$ cat config.mk
export PLATFORM = sky130hd
export DESIGN_NAME = tag_lookup_sequencer_flat
export DESIGN_NICKNAME = d
export VERILOG_FILES = /design/src/rtl/tag_lookup_if.sv /design/src/rtl/tag_lookup_sequencer.sv /design/src/flat_wrapper.sv
export SDC_FILE = /design/constraint.sdc
export NUM_CORES = 1
export LEC_CHECK = 0
export CAP_MARGIN = 20
export CORE_MARGIN = 2
export CORE_UTILIZATION = 46
export CTS_CLUSTER_DIAMETER = 40
export DETAILED_ROUTE_END_ITERATION = 6
export PLACE_DENSITY = 0.77
export SLEW_MARGIN = 20
export SYNTH_ARGS = -nofsm -noshare
export SYNTH_HDL_FRONTEND = slang
export SYNTH_SLANG_ARGS = --single-unit
$ cat constraint.sdc
create_clock -name clk -period 3 [get_ports clk]
set_input_delay 0.9 -clock clk [delete_from_list [all_inputs] [get_ports clk]]
set_output_delay 0.9 -clock clk [all_outputs]
set_load 0.05 [all_outputs]
$ cat src/rtl/tag_lookup_if.sv
// Bundle of request, tag array, comparator, response and statistics signals
// shared by the tag lookup sequencer and its surroundings.
interface tag_lookup_if #(
    parameter int ADDRESS_BITS = 32,
    parameter int INDEX_BITS   = 14,
    parameter int OFFSET_BITS  = 6,
    parameter int WAYS         = 8
) ();
    localparam int TAG_BITS = ADDRESS_BITS - INDEX_BITS - OFFSET_BITS;
    localparam int WAY_BITS = $clog2(WAYS);

    logic                    reqValid;
    logic [ADDRESS_BITS-1:0] reqAddress;
    logic                    reqReady;
    logic                    tagRdEn;
    logic [INDEX_BITS-1:0]   tagRdSet;
    logic [WAY_BITS-1:0]     tagRdWay;
    logic [TAG_BITS-1:0]     tagRdData;
    logic                    tagRdValid;
    logic [TAG_BITS-1:0]     cmpAddressTag;
    logic [TAG_BITS-1:0]     cmpCacheTag;
    logic                    cmpMatch;
    logic                    respValid;
    logic                    respReady;
    logic                    respHit;
    logic [WAY_BITS-1:0]     respWay;
    logic                    respFreeValid;
    logic [WAY_BITS-1:0]     respFreeWay;
    logic [31:0]             hitCount;
    logic [31:0]             missCount;

    // Environment side: requester, tag array, comparator, consumer.
    modport master (
        output reqValid, reqAddress, tagRdData, tagRdValid, cmpMatch, respReady,
        input  reqReady, tagRdEn, tagRdSet, tagRdWay, cmpAddressTag, cmpCacheTag,
               respValid, respHit, respWay, respFreeValid, respFreeWay, hitCount, missCount
    );

    // Sequencer side.
    modport slave (
        input  reqValid, reqAddress, tagRdData, tagRdValid, cmpMatch, respReady,
        output reqReady, tagRdEn, tagRdSet, tagRdWay, cmpAddressTag, cmpCacheTag,
               respValid, respHit, respWay, respFreeValid, respFreeWay, hitCount, missCount
    );
endinterface

$ cat src/rtl/tag_lookup_sequencer.sv
// L2 tag check front end: walks the ways of one set serially, one read plus
// one compare per way, and reports hit way or the lowest free way on a miss.
//
// state | meaning
// IDLE  | ready for a lookup, nothing latched in use
// READ  | tag array read strobe for way way_cnt
// CMP   | stored tag/valid of way way_cnt at the comparator
// RESP  | result held until the consumer accepts it
module tag_lookup_sequencer #(
    parameter int ADDRESS_BITS = 32,
    parameter int INDEX_BITS   = 14,
    parameter int OFFSET_BITS  = 6,
    parameter int WAYS         = 8
) (
    input logic         clk,
    input logic         rst_n,
    tag_lookup_if.slave bus
);
    localparam int TAG_BITS = ADDRESS_BITS - INDEX_BITS - OFFSET_BITS;
    localparam int WAY_BITS = $clog2(WAYS);

    typedef enum logic [1:0] {IDLE, READ, CMP, RESP} state_t;

    state_t                state;
    state_t                state_next;
    logic [WAY_BITS-1:0]   way_cnt;
    logic [TAG_BITS-1:0]   tag_q;
    logic [INDEX_BITS-1:0] set_q;
    logic                  free_valid;
    logic [WAY_BITS-1:0]   free_way;
    logic                  hit_q;
    logic [WAY_BITS-1:0]   hit_way;
    logic [31:0]           hit_count;
    logic [31:0]           miss_count;
    logic                  accept;
    logic                  cmp_hit;
    logic                  cmp_last;
    logic                  resp_done;

    // State register.
    always_ff @(posedge clk) begin
        if (!rst_n) state <= IDLE;
        else        state <= state_next;
    end

    // Next-state decode and all state-derived outputs.
    always_comb begin
        state_next         = state;
        accept             = 1'b0;
        cmp_hit            = 1'b0;
        cmp_last           = 1'b0;
        resp_done          = 1'b0;
        bus.reqReady       = 1'b0;
        bus.tagRdEn        = 1'b0;
        bus.tagRdSet       = '0;
        bus.tagRdWay       = '0;
        bus.cmpAddressTag  = '0;
        bus.cmpCacheTag    = '0;
        bus.respValid      = 1'b0;
        bus.respHit        = 1'b0;
        bus.respWay        = '0;
        bus.respFreeValid  = 1'b0;
        bus.respFreeWay    = '0;
        case (state)
            IDLE: begin
                bus.reqReady = 1'b1;
                if (bus.reqValid) begin
                    accept     = 1'b1;
                    state_next = READ;
                end
            end
            READ: begin
                bus.tagRdEn       = 1'b1;
                bus.tagRdSet      = set_q;
                bus.tagRdWay      = way_cnt;
                bus.cmpAddressTag = tag_q;
                state_next        = CMP;
            end
            CMP: begin
                bus.cmpAddressTag = tag_q;
                bus.cmpCacheTag   = bus.tagRdData;
                // A matching tag on an invalid line must not count as a hit.
                if (bus.tagRdValid && bus.cmpMatch) begin
                    cmp_hit    = 1'b1;
                    state_next = RESP;
                end else if (way_cnt == WAY_BITS'(WAYS - 1)) begin
                    cmp_last   = 1'b1;
                    state_next = RESP;
                end else begin
                    state_next = READ;
                end
            end
            RESP: begin
                bus.cmpAddressTag = tag_q;
                bus.respValid     = 1'b1;
                bus.respHit       = hit_q;
                bus.respWay       = hit_q ? hit_way : '0;
                bus.respFreeValid = !hit_q && free_valid;
                bus.respFreeWay   = (!hit_q && free_valid) ? free_way : '0;
                if (bus.respReady) begin
                    resp_done  = 1'b1;
                    state_next = IDLE;
                end
            end
            default: state_next = IDLE;
        endcase
    end

    // Lookup context, scan progress, result and saturating statistics.
    always_ff @(posedge clk) begin
        if (!rst_n) begin
            way_cnt    <= '0;
            tag_q      <= '0;
            set_q      <= '0;
            free_valid <= 1'b0;
            free_way   <= '0;
            hit_q      <= 1'b0;
            hit_way    <= '0;
            hit_count  <= '0;
            miss_count <= '0;
        end else begin
            if (accept) begin
                tag_q      <= bus.reqAddress[ADDRESS_BITS-1 -: TAG_BITS];
                set_q      <= bus.reqAddress[OFFSET_BITS +: INDEX_BITS];
                way_cnt    <= '0;
                free_valid <= 1'b0;
                free_way   <= '0;
                hit_q      <= 1'b0;
                hit_way    <= '0;
            end
            if (state == CMP) begin
                if (!bus.tagRdValid && !free_valid) begin
                    free_valid <= 1'b1;
                    free_way   <= way_cnt;
                end
                if (cmp_hit) begin
                    hit_q   <= 1'b1;
                    hit_way <= way_cnt;
                end else if (!cmp_last) begin
                    way_cnt <= way_cnt + WAY_BITS'(1);
                end
            end
            if (resp_done) begin
                if (hit_q) begin
                    if (hit_count != 32'hFFFF_FFFF) hit_count <= hit_count + 32'd1;
                end else begin
                    if (miss_count != 32'hFFFF_FFFF) miss_count <= miss_count + 32'd1;
                end
            end
        end
    end

    assign bus.hitCount  = hit_count;
    assign bus.missCount = miss_count;
endmodule
$ cat src/flat_wrapper.sv
// flat-port wrapper written by rule: the top's interface ports become plain ports
module tag_lookup_sequencer_flat 
#(
    parameter int ADDRESS_BITS = 32,
    parameter int INDEX_BITS   = 14,
    parameter int OFFSET_BITS  = 6,
    parameter int WAYS         = 8
)
  (clk, rst_n, bus_reqValid, bus_reqAddress, bus_tagRdData, bus_tagRdValid, bus_cmpMatch, bus_respReady, bus_reqReady, bus_tagRdEn, bus_tagRdSet, bus_tagRdWay, bus_cmpAddressTag, bus_cmpCacheTag, bus_respValid, bus_respHit, bus_respWay, bus_respFreeValid, bus_respFreeWay, bus_hitCount, bus_missCount);
  tag_lookup_if #(.ADDRESS_BITS(ADDRESS_BITS), .INDEX_BITS(INDEX_BITS), .OFFSET_BITS(OFFSET_BITS), .WAYS(WAYS)) bus_i ();
  input logic clk;
  input logic rst_n;
  input wire logic [$bits(bus_i.reqValid)-1:0] bus_reqValid;
  input wire logic [$bits(bus_i.reqAddress)-1:0] bus_reqAddress;
  input wire logic [$bits(bus_i.tagRdData)-1:0] bus_tagRdData;
  input wire logic [$bits(bus_i.tagRdValid)-1:0] bus_tagRdValid;
  input wire logic [$bits(bus_i.cmpMatch)-1:0] bus_cmpMatch;
  input wire logic [$bits(bus_i.respReady)-1:0] bus_respReady;
  output wire logic [$bits(bus_i.reqReady)-1:0] bus_reqReady;
  output wire logic [$bits(bus_i.tagRdEn)-1:0] bus_tagRdEn;
  output wire logic [$bits(bus_i.tagRdSet)-1:0] bus_tagRdSet;
  output wire logic [$bits(bus_i.tagRdWay)-1:0] bus_tagRdWay;
  output wire logic [$bits(bus_i.cmpAddressTag)-1:0] bus_cmpAddressTag;
  output wire logic [$bits(bus_i.cmpCacheTag)-1:0] bus_cmpCacheTag;
  output wire logic [$bits(bus_i.respValid)-1:0] bus_respValid;
  output wire logic [$bits(bus_i.respHit)-1:0] bus_respHit;
  output wire logic [$bits(bus_i.respWay)-1:0] bus_respWay;
  output wire logic [$bits(bus_i.respFreeValid)-1:0] bus_respFreeValid;
  output wire logic [$bits(bus_i.respFreeWay)-1:0] bus_respFreeWay;
  output wire logic [$bits(bus_i.hitCount)-1:0] bus_hitCount;
  output wire logic [$bits(bus_i.missCount)-1:0] bus_missCount;
  assign bus_i.reqValid = bus_reqValid;
  assign bus_i.reqAddress = bus_reqAddress;
  assign bus_i.tagRdData = bus_tagRdData;
  assign bus_i.tagRdValid = bus_tagRdValid;
  assign bus_i.cmpMatch = bus_cmpMatch;
  assign bus_i.respReady = bus_respReady;
  assign bus_reqReady = bus_i.reqReady;
  assign bus_tagRdEn = bus_i.tagRdEn;
  assign bus_tagRdSet = bus_i.tagRdSet;
  assign bus_tagRdWay = bus_i.tagRdWay;
  assign bus_cmpAddressTag = bus_i.cmpAddressTag;
  assign bus_cmpCacheTag = bus_i.cmpCacheTag;
  assign bus_respValid = bus_i.respValid;
  assign bus_respHit = bus_i.respHit;
  assign bus_respWay = bus_i.respWay;
  assign bus_respFreeValid = bus_i.respFreeValid;
  assign bus_respFreeWay = bus_i.respFreeWay;
  assign bus_hitCount = bus_i.hitCount;
  assign bus_missCount = bus_i.missCount;
  tag_lookup_sequencer #(.ADDRESS_BITS(ADDRESS_BITS), .INDEX_BITS(INDEX_BITS), .OFFSET_BITS(OFFSET_BITS), .WAYS(WAYS)) u_core (.clk(clk), .rst_n(rst_n), .bus(bus_i));
endmodule
==> summary.txt, run 1 <==
Floorplanning
  – CORE AREA: 10700 um^2
  – Starting Density: 46.7%
  – Row cnt: 38
  – Die W: 108 um
  – Top Ports: 166
  – Die Footprint: between 10000 and 15000 um^2
  – Die Y: 108 um

Final layout
  – Final Core Density: 67.9%
  – # fillers: 858
  – Ant diodes: 0
  – Layout cells sized above 1: 10.8%
  – Area growth, synth to finish: 45.6%
  – Reg area: 2060 um^2
  – Footprint of the multi-input gates: 2770 um^2
  – Layout net count: 839

Outcome
  – Status: completed

Pwr
  – Lkg Pwr: 0.00246 uW
  – Clock Power Share: 31.6%
  – Net Switching: between 600 and 700 uW
  – Comb pwr share: between 10% and 20%
  – Sw frac: 26.1%
  – Pwr/cell area: 347 nW/um^2
  – Sequential Power Share: 55.8%
  – Peak supply drop: 205 uV
  – Pint: 1860 uW

Placement
  – Final GP Congestion: roughly 0.89
  – Post-DP HPWL: 10000 um
  – IO Port Bufs: 159

Clock network
  – CTS tree: built
  – Num Clock Sinks: 103
  – Clk pin slew, worst setup/hold paths: 0.09 ns
  – CTS max path bufs: 2
  – CTS H-tree lvls: 3
  – Total CTS buffers: 9
  – Root Buffer: clkbuf_8
  – Clk_lat worst skew: between 0.3 and 0.4 ns

Synthesis
  – Yosys warning count: 0
  – Number of synthesized flops with an enable pin: 0
  – Ranking of synthesized cells by area: dfxtp_1 41%, a21oi_1 6.8%, nand2_1 6.8%
  – Synth area leader: dfxtp_1
  – Synth cell count leaders: 103 x dfxtp_1, 90 x nand2_1, 68 x a21oi_1
  – Syn_area_per_cell: 7.96 um^2
  – Synthesized area: 4990 um^2
  – Most common cell in the netlist: dfxtp_1
  – Synthesis-stage register bit count: 103
  – Main synth FF type: dfxtp_1
  – Synth top area share: 41.3%
  – Post-synthesis instance total: 627
  – Sequential fraction of the synthesis area: 41.3%
  – Async SR Flop Fraction: 0%
  – Synth cell types: 49
  – Synthesized Nets: 681

Setup path
  – Critical path class: reg2out
  – Setup crit end kind: primary output
  – Startpoint types: flip-flop
  – Arr. time, crit path: 2.00 ns
  – CP Data Required Time: ~2.1 ns
  – Crit Path Max Fanout: 10

Drt
  – Routed wire per std cell: roughly 15 um
  – ANT nets after route: 0
  – Avg Vias per Cell: approximately 5.6
  – Initial DRC Count: 234
  – Vias: 5225
  – Router iterations before antenna repair: 5
  – DRC: 0
  – Final WL: between 10000 and 15000 um

Timing
  – Setup Skew: between 0.015 and 0.02 ns
  – Final setup fails: 0
  – Slew HR: ~40%
  – Final Hold Vio Count: 0
  – Min Tclk post-route: about 2.9 ns
  – Max Freq: 345 MHz
  – Setup_tns: 0 ns
  – RSZ-0062 raised after global routing: no
  – Slew Viols, Final: 0
  – Worst Tran Pin Value: 0.903 ns
  – Final Cycle Share: 96.6%

Job
  – Max Cap Viol: 0

Global routing
  – GRT Overall Usage: between 20% and 30%
  – Pin count of the biggest net entering global routing: 30
  – Total gr overflow: 0
  – Number of global-route vias before repair: between 4000 and 5000
  – Global-route wire length before repair: about 22000 um
  – Initial antenna violation count: 0

Hold path
  – Type of the tightest min-delay check: reg2reg
## through the flow
step                std cells  power (uW)  hold slack (ns)  setup slack [ns]  area, um^2
detailed placement        914        1760            0.442             0.100        7070
floorplan                 627        1600            0.432             0.113        4990
global route              930        2630            0.480            0.0629        7270
CTS                       930        2540            0.456            0.0125        7250
global placement          914        1750            0.438             0.138        7070
finish                    930        2520            0.454             0.102        7270
## routing by layer
layer  vias up  GRT usage (%)  routed length [um]
met5         -              0                   0
li1       2570              -                   -
met4         0           6.78                 170
met1      2457           28.7                5910
met3        15           4.04                 773
met2       183           41.8                6750
## registers in the layout, indices dropped and copies added, names as in the netlist
name and flops:
u_core.tag_q 12, u_core.hit_q 1, u_core.free_valid 1, u_core.set_q 14
u_core.state 2, u_core.way_cnt 3, u_core.bus.missCount 32, u_core.free_way 3
u_core.bus.hitCount 32, u_core.hit_way 3
## final cells by class
class,count,area share (%)
Multi-Input combinational cell,481,38.1
Sequential cell,103,28.4
Timing Repair Buffer,181,28.2
Tap cell,140,2.41
Clock buffer,12,2.00
Inverter,9,0.465
Clock inverter,4,0.431
## layout by cell type, fill, tap and decap left out, types with 7 or more instances in the layout
cell             instances
nor3_1                   7
dfxtp_1                103
xnor2_1                 12
clkbuf_8                10
nand3_1                 30
nor4_1                  18
clkdlybuf4s50_1        121
nand4_1                 20
nor2_1                  39
and2_1                  37
nand2_1                 90
buf_12                  30
a21oi_1                 68
or4_1                   19
nor2b_1                 15
or3_1                   21
inv_1                    8
buf_4                   27
o21ai_0                 20
o31ai_1                 15
## final timing paths
kind,slack [ns],startpoint,endpoint,cells past startpoint
setup / recovery,0.10,u_core.state[0],bus_respValid,3
hold / removal,0.45,u_core.set_q[10],u_core.set_q[10],2
setup reg to reg,0.40,u_core.bus.hitCount[2],u_core.bus.hitCount[14],5
hold reg to reg,0.45,u_core.set_q[10],u_core.set_q[10],2
## kinds of logic (layout without fill, tap and decap cells)
kind of cell	count (synthesis)	count (layout)	share of synthesized area (%)
xor gates and xnor gates	17	17	2.98
AOI/OAI and AO/OA	127	127	14.9
and+or+nand+nor	328	328	35.4
adders and majority gates	4	4	1.00
muxes	5	5	1.00
DFF	103	103	41.3
buffers and inverters	43	206	3.43
## worst max-delay path, cell delays in order (launching register included)
cell	delay [ns]
dfxtp_1	0.40
buf_4	0.18
and2_1	0.20
clkdlybuf4s50_1	0.88
## power by group through the flow
| stage | Clock (uW) | Sequential, uW | Combinational (uW) |
|---|---|---|---|
| final | 795 | 1410 | 320 |
| after floorplan | 0 | 1430 | 166 |
| after global placement | 0 | 1430 | 313 |
| after CTS | 816 | 1400 | 321 |
| after global routing | 877 | 1410 | 342 |
| after detailed placement | 0 | 1440 | 320 |
## what timing repair did
item	4_1_cts	5_1_grt
endpoints found under the setup margin	12	15
hold buffers	0	0
resized for setup	1	4
setup buffers	0	0
Power figures use the tool's default switching activity.
==> inputs of run 2 (changes only) <==
PLACE_DENSITY = 0.88   (was 0.77)
==> summary.txt, run 2 (same netlist as run 1, synthesis figures left out) <==
Clock network
  – CTS max path bufs: 2 (unchanged)
  – Post-CTS sizing: 0 (-1)
  – Num Clock Sinks: 103 (unchanged)
  – Total CTS buffers: 9 (unchanged)
  – CTS tree: built
  – Clk pin slew, worst setup/hold paths: 0.09 ns (about the same)
  – CTS H-tree lvls: 3 (unchanged)
  – Cts hold-fix bufs: 0 (unchanged)
  – Post-CTS setup buffers: 0 (unchanged)
  – Root Buffer: clkbuf_8
  – Clk_lat worst skew: 0.37 ns (about the same)

Global routing
  – Total gr overflow: 0 (unchanged)
  – Global-route wire length before repair: 23400 um (+4.8%)
  – GRT Overall Usage: 24.8% (+1.5 points)
  – Initial antenna violation count: 0 (unchanged)
  – Number of global-route vias before repair: 5069 (+3.0%)
  – Top Usage Layer GRT: met2
  – Pin count of the biggest net entering global routing: 40 (+33%)
  – M2 GR Usage: 43.6% (+1.8 points)
  – Met3 Usage GRT: 4.64% (+0.60 points)
  – M1 GR Usage: 29.5% (+0.80 points)

Drt
  – Router iterations before antenna repair: 5 (unchanged)
  – Initial DRC Count: 238 (+1.7%)
  – Vias: 5256 (+0.59%)
  – Avg Vias per Cell: 5.63 (+0.27%)
  – Routed wire per std cell: 15.5 um (+6.3%)
  – DRC: 0 (unchanged)
  – Final WL: 14500 um (+6.7%)
  – ANT nets after route: 0 (unchanged)

Timing
  – RSZ-0062 raised after global routing: no
  – Slew Viols, Final: 0 (unchanged)
  – Final Cycle Share: 96.6% (about the same)
  – Setup WS post-layout: 0.101 ns (-0.00142 ns)
  – Worst Tran Pin Value: 0.986 ns (+0.0829 ns)
  – Setup_tns: 0 ns (unchanged)
  – Final Hold Vio Count: 0 (unchanged)
  – Slew HR: 33.8% (-5.7 points)
  – Min Tclk post-route: 2.90 ns (+0.00142 ns)
  – Max Freq: 345 MHz (about the same)
  – Final setup fails: 0 (unchanged)
  – Fin Hold WS: 0.454 ns (+0.000486 ns)
  – Setup Skew: 0.00808 ns (-0.0104 ns)

Floorplanning
  – Row cnt: 38 (unchanged)
  – Die W: 108 um (unchanged)
  – CORE AREA: 10700 um^2 (unchanged)
  – Top Ports: 166 (unchanged)
  – Starting Density: 46.7% (unchanged)
  – Die Y: 108 um (unchanged)
  – Die Footprint: 11700 um^2 (unchanged)

Pwr
  – Clock Power Share: 38.0% (+6.4 points)
  – Pwr/cell area: 376 nW/um^2 (+8.3%)
  – Lkg Pwr: 0.00268 uW (+8.9%)
  – Peak supply drop: 285 uV (+39%)
  – Comb pwr share: 11.3% (-1.4 points)
  – Pint: 2110 uW (+13%)
  – Total chip power: 2780 uW (+10%)
  – Net Switching: 667 uW (+1.3%)
  – Sequential Power Share: 50.7% (-5.1 points)
  – Sw frac: 24.0% (-2.1 points)

Job
  – Max Cap Viol: 0 (unchanged)

Setup path
  – FF-to-FF path depth: 6 (+1)
  – Critical path class: reg2out
  – Crit path to: bus_respHit
  – R2R setup slack: 0.30 ns (-0.10 ns)
  – FF-to-FF End: u_core.bus.hitCount[0]
  – Crit Path Max Fanout: 11 (+1)
  – RR Startpoint: u_core.bus.hitCount[25]
  – Setup crit end kind: primary output
  – Crit path launch: u_core.state[0]
  – Arr. time, crit path: 2.00 ns (about the same)
  – Startpoint types: flip-flop
  – CP Data Required Time: 2.10 ns (about the same)

Final layout
  – Footprint of the multi-input gates: 2760 um^2 (-0.27%)
  – # fillers: 823 (-4.1%)
  – Leading cell type in the layout, fill and taps excluded: clkdlybuf4s50_1
  – Ant diodes: 0 (unchanged)
  – Layout net count: 842 (+0.36%)
  – Layout cells sized above 1: 11.5% (+0.72 points)
  – Most frequent cells in the layout: 109 x clkdlybuf4s50_1, 103 x dfxtp_1, 90 x nand2_1
  – Reg area: 2060 um^2 (unchanged)
  – Area growth, synth to finish: 48.1%

Placement
  – Post-DP HPWL: 10700 um (+7.0%)
  – IO Port Bufs: 159 (unchanged)
  – Setup WS pre-CTS: 0.105 ns (+0.00460 ns)
  – Final GP Congestion: 0.868 (-2.5%)

Outcome
  – Status: completed

Hold path
  – Type of the tightest min-delay check: reg2reg
## run 2: cell count changes in the layout (fill, tap and decap cells not counted)
cell             change
clkdlybuf4s50_1     -12
dlymetal6s2s_1       +9
buf_4                +4
bufinv_16            +3
buf_12               +2
clkbuf_1             -1
clkinv_4             -1
clkinvlp_4           -1
nor2_1               +1
nor2_4               -1
## run 2: power by group through the flow
stage	logic [uW]	clock network [uW]	registers, uW
after floorplan	166	0	1430
after global placement	307	0	1440
after detailed placement	316	0	1440
after CTS	317	1070	1410
after global routing	337	1120	1410
final	315	1050	1410
## run 2: metrics by stage
| stage | instances | utilization (%) | area (um^2) |
|---|---|---|---|
| finish | 933 | 69.1 | 7390 |
| global placement | 917 | 66.5 | 7110 |
| CTS | 933 | 68.8 | 7360 |
| global route | 933 | 69.1 | 7390 |
| detailed placement | 917 | 66.5 | 7110 |
| floorplan | 627 | - | 4990 |
## run 2: cell type report
type | instances | area share, %
Clock inverter | 5 | 1.42
Multi-Input combinational cell | 481 | 37.3
Timing Repair Buffer | 184 | 28.6
Tap cell | 140 | 2.37
Inverter | 9 | 0.457
Clock buffer | 11 | 1.91
Sequential cell | 103 | 27.9
## run 2: per-layer routing
layer  routed length [um]  vias to the layer above
met2                 7340                      180
met3                  887                       31
met1                 5920                     2461
met4                  355                        0
met5                    0                        -
li1                     -                     2584
## run 2: worst min path at each step
| stage | startpoint | end | slack, ns | cells past startpoint |
|---|---|---|---|---|
| after floorplan | u_core.set_q[0] | u_core.set_q[0] | 0.43 | 2 |
| after detailed placement | u_core.tag_q[2] | u_core.tag_q[2] | 0.44 | 2 |
| after global placement | u_core.set_q[7] | u_core.set_q[7] | 0.44 | 2 |
| after global routing | u_core.set_q[11] | u_core.set_q[11] | 0.48 | 2 |
| after CTS | u_core.set_q[4] | u_core.set_q[4] | 0.46 | 2 |
| final | u_core.set_q[11] | u_core.set_q[11] | 0.45 | 2 |
## run 2: critical path: stages (launching register included)
cell             delay, ns
dfxtp_1               0.50
and3_1                0.28
clkdlybuf4s50_1       0.84
